File: src/rtl/mult_booth_pkg.sv
// Shared processor constants and the multiplier control-state encoding.
package mult_booth_pkg;

    localparam int WORD_WIDTH = 32;

    typedef enum logic [1:0] {
        IDLE = 2'd0,
        CALC = 2'd1,
        DONE = 2'd2
    } state_t;

endpackage

File: src/rtl/mult_booth.sv
// Radix-2 Booth signed multiplier: one add/sub-and-shift step per cycle,
// WIDTH steps per product, registered Hi/Lo and a one-cycle MultDone pulse.
module mult_booth
    import mult_booth_pkg::*;
#(
    parameter int WIDTH = WORD_WIDTH
) (
    input  logic             clk,
    input  logic             reset,
    input  logic             MultStart,
    input  logic [WIDTH-1:0] A,
    input  logic [WIDTH-1:0] B,
    output logic [WIDTH-1:0] Hi,
    output logic [WIDTH-1:0] Lo,
    output logic             MultDone
);

    localparam int CW = $clog2(WIDTH) + 1;

    state_t           state;
    state_t           state_next;
    logic [WIDTH-1:0] mcand;
    logic [WIDTH-1:0] q;
    logic             q_m1;
    logic [WIDTH:0]   acc;
    logic [CW-1:0]    count;

    logic [WIDTH:0]   mcand_ext;
    logic [WIDTH:0]   sum;
    logic [WIDTH:0]   acc_shift;
    logic [WIDTH-1:0] q_shift;
    logic             last_step;

    // The accumulator carries one extra bit so that subtracting -2^(WIDTH-1)
    // cannot overflow before the arithmetic shift.
    always_comb begin
        mcand_ext = {mcand[WIDTH-1], mcand};
        sum       = acc;
        case ({q[0], q_m1})
            2'b01:   sum = acc + mcand_ext;
            2'b10:   sum = acc - mcand_ext;
            default: sum = acc;
        endcase
        acc_shift = {sum[WIDTH], sum[WIDTH:1]};
        q_shift   = {sum[0], q[WIDTH-1:1]};
        last_step = (count == CW'(WIDTH - 1));
    end

    always_comb begin
        state_next = state;
        case (state)
            IDLE:    if (MultStart) state_next = CALC;
            CALC:    if (last_step) state_next = DONE;
            DONE:    state_next = IDLE;
            default: state_next = IDLE;
        endcase
    end

    always_ff @(posedge clk) begin
        if (reset) state <= IDLE;
        else       state <= state_next;
    end

    always_ff @(posedge clk) begin
        if (reset) begin
            mcand    <= '0;
            q        <= '0;
            q_m1     <= 1'b0;
            acc      <= '0;
            count    <= '0;
            Hi       <= '0;
            Lo       <= '0;
            MultDone <= 1'b0;
        end else begin
            MultDone <= 1'b0;
            case (state)
                IDLE: begin
                    if (MultStart) begin
                        mcand <= A;
                        q     <= B;
                        q_m1  <= 1'b0;
                        acc   <= '0;
                        count <= '0;
                    end
                end
                CALC: begin
                    acc   <= acc_shift;
                    q     <= q_shift;
                    q_m1  <= q[0];
                    count <= count + 1'b1;
                    // Only the final step publishes, so Hi/Lo never show partials.
                    if (last_step) begin
                        Hi       <= acc_shift[WIDTH-1:0];
                        Lo       <= q_shift;
                        MultDone <= 1'b1;
                    end
                end
                default: ;
            endcase
        end
    end

endmodule

File: config.mk
export PLATFORM = sky130hd
export DESIGN_NAME = mult_booth
export DESIGN_NICKNAME = d
export VERILOG_FILES = /design/src/rtl/mult_booth_pkg.sv /design/src/rtl/mult_booth.sv
export SDC_FILE = /design/constraint.sdc
export NUM_CORES = 1
export LEC_CHECK = 0
export ABC_CLOCK_PERIOD_IN_PS = 10300
export BUFFER_PORTS_ARGS = -buffer_cell sky130_fd_sc_hd__buf_2
export CAP_MARGIN = 20
export CORE_ASPECT_RATIO = 0.9
export CORE_UTILIZATION = 62
export DETAILED_ROUTE_END_ITERATION = 10
export GPL_TIMING_DRIVEN = 0
export PLACE_DENSITY = 0.86
export SYNTH_ARGS = -nofsm -noshare
export SYNTH_HDL_FRONTEND = slang
export SYNTH_SLANG_ARGS = --single-unit
File: constraint.sdc
create_clock -name clk -period 10.3 [get_ports clk]
set_input_delay 1.03 -clock clk [delete_from_list [all_inputs] [get_ports clk]]
set_output_delay 1.03 -clock clk [all_outputs]
set_load 0.005 [all_outputs]
==> metrics.txt <==
outcome=finished, final reports clean; Bufs and invs on worst path=1; max-slew violation count=0; antenna violations before repair=1; Avg Vias per Cell=6.17; Max Cap Violations=0; largest net degree at the start of global routing=17; Yosys top cell by area=dfxtp_1; Starting Density=63.5%; PortBufs=130; CP most frequent cell=a21o_1; met1 usage=48.3%; GR Layer Usage met3=8.08%; CTS tree=built; routability congestion estimate=0.942; worst hold slack=0.453 ns; filler-free cell count of the finished design=1544; R2R cell count=18; Final ANT Viol Nets=0; antenna diode count=0; global-route wire length before repair=42200 um; worst-path cell chain=or4_1 -> nor4_1 -> nand2_1 -> nor2_1 -> and2_1 -> a21oi_1 -> xnor2_1 -> ha_1 -> clkbuf_1 -> a21o_1 -> a21o_1 -> a21o_1 -> a21o_1 -> a2111oi_0 -> o2bb2ai_1 -> xnor2_1 -> a2111oi_0 -> a31o_1; Post-CTS Setup Inserts=0; cell count after synthesis=1189; Finish-stage setup viols=0; synth cell count leaders=206 x nand2_1, 188 x nor2_1, 170 x dfxtp_1; power per cell area=173 mW/mm^2; grt total ovfl=0; most frequent cell after synthesis=nand2_1; via count=9529; min-delay worst type=flip-flop to flip-flop; r2r setup slk=5.21 ns; LEAKAGE=4.26 nW; setup TNS=0 ns; ys flop type=dfxtp_1; Place WS=5.33 ns; post_cts resized=0; post-route cell area=0.0104 mm^2; post-synthesis sequential area ratio=38.1%; CP Max Fanout=8; total track usage=36.6%; Routed WL per cell=17.5 um; clk_skew=0.00866 ns; post-layout minimum cycle time=5.09 ns; RR Startpoint=mcand[0]; WL final=27100 um; critical path class=flip-flop to flip-flop; PnR Total Power=1.80 mW; die area=0.0149 mm^2; Mean Syn Cell Area=7.51 um^2; slowest CP cell=or4_1; Root Buffer Master=clkbuf_16; hold depth=2; critical path arrival=5.48 ns; Clock Pin Slew Worst Setup and Hold Paths=0.07 ns; Die Wd=128 um; worst slew pin tran=0.775 ns; post-placement cell count=1512; CTS max path bufs=2; PnR worst setup slack=5.21 ns; met2 Use GR=56.8%; Crit path max-delay family=compound AO/OA/AOI/OAI gates; I/O pins=132; htree depth=4; Clock Sinks=170; dpl hpwl=19000 um; Worst VDD drop=0.132 mV; Core Box Area=0.0141 mm^2; adder-cell share of the synthesized area=5.13%; critical path startpoint category=flip-flop; final count of hold timing violations=0; FMAX=196 MHz; share of the synthesized area in the top cell type=38.1%; hold path endpoint=Lo[23]; Synth Area in Compound Gates=19.4%; drt first pass iters=6; Post-Syn Nets=1292; mux cell area share after synthesis=1.15%; ys async rst share=0%; CTS Hold Buffers Added=0; Hold Startpoint=Lo[23]; Post-synth EDFFs=0; Crit path largest cell delay=0.56 ns; RSZ-0062 raised after global routing=false; synth warn=0; Skew-Pair Late Insertion Delay=0.45 ns; Yosys cell types=60; Layout Nets=1441; flops & latches, synth=170; cts bufs inserted=17; Finished Core Util=74.2%; layout cells sized above 1=13.4%; crit share post-route=49.4%; DP Area=0.00982 mm^2; largest cells by area after synthesis=dfxtp_1 38%, nand2_1 8.7%, a21oi_1 8.1%; Die Y=116 um; vias in the first global route=8563; Post-Synth XOR/XNOR Area=5.30%; GR peak layer=met2; FP Rows=41; main combinational cell family by area after synthesis=simple AND/OR/NAND/NOR gates; Critical R2R Capture=Hi[29]; Iter 0 DRT Violations=1113; # DRC=0; area grow syn2layout=16.9%; CP Capture Type=flip-flop; simple-gate share of the synthesized area=27.0%; synthesized area=0.00892 mm^2; CP required=10.69 ns; Max transition margin=48.4%
==> worst max-delay path by stage <==
stage	end	start	cells past startpoint	slack (ns)
floorplan	Hi[29]	mcand[0]	18	6.14
global placement	Hi[29]	mcand[0]	18	5.29
detailed placement	Hi[29]	mcand[0]	18	5.33
CTS	Hi[29]	mcand[0]	18	5.30
global route	Hi[29]	mcand[0]	18	4.83
finish	Hi[29]	mcand[0]	18	5.21
==> state kept, by name (all words and copies together), names as in the netlist <==
name      flops
count         6
Lo           32
Hi           32
acc          32
MultDone      1
q            32
state         2
q_m1          1
mcand        32
==> per-layer routing <==
metal	wire (um)	vias up
met1	11200	4416
met4	1190	2
met3	2630	113
met5	14	-
li1	-	4442
met2	12100	556
==> worst reg2reg max path, stage by stage, from the launching register on <==
cell and delay, ns:
dfxtp_1 0.37, or4_1 0.56, nor4_1 0.48, nand2_1 0.15, nor2_1 0.25, and2_1 0.18
a21oi_1 0.08, xnor2_1 0.18, ha_1 0.25, clkbuf_1 0.18, a21o_1 0.25, a21o_1 0.19
a21o_1 0.20, a21o_1 0.20, a2111oi_0 0.45, o2bb2ai_1 0.17, xnor2_1 0.20, a2111oi_0 0.55
a31o_1 0.15
==> placed cells by master, fill, tap and decap left out, types with 18 or more instances in the layout <==
| cell | synthesis | routed |
|---|---|---|
| nand3_1 | 45 | 45 |
| nor2_1 | 188 | 188 |
| a21o_1 | 18 | 18 |
| ha_1 | 35 | 35 |
| clkbuf_1 | 64 | 65 |
| nand2_1 | 206 | 206 |
| dfxtp_1 | 170 | 170 |
| buf_2 | 0 | 130 |
| xnor2_1 | 47 | 47 |
| o21ai_0 | 22 | 22 |
| a21oi_1 | 144 | 144 |
| nor4_1 | 39 | 39 |
| nor3_1 | 25 | 25 |
==> kinds of logic (layout without fill, tap and decap cells) <==
| family | Yosys count | in the layout |
|---|---|---|
| buf+inv | 93 | 255 |
| fa+ha+maj | 36 | 36 |
| mux | 10 | 10 |
| compound gates | 277 | 277 |
| xor+xnor | 54 | 54 |
| simple gates | 549 | 549 |
| flops | 170 | 170 |
==> power breakdown <==
group,leakage (nW),switching (mW),internal [mW]
clock,0.306,0.282,0.398
sequential,1.38,0.0281,0.685
combinational,2.57,0.261,0.150
==> layout make-up <==
cell class | count | area (um^2)
Timing Repair Buffer | 130 | 651
Inverter | 15 | 56.3
Clock inverter | 12 | 161
Tap cell | 193 | 241
Clock buffer | 20 | 457
Fill cell | 1130 | 3620
Multi-Input combinational cell | 926 | 5170
Buffer | 78 | 293
Sequential cell | 170 | 3400
Note: power is estimated with default switching activity, not from simulation.
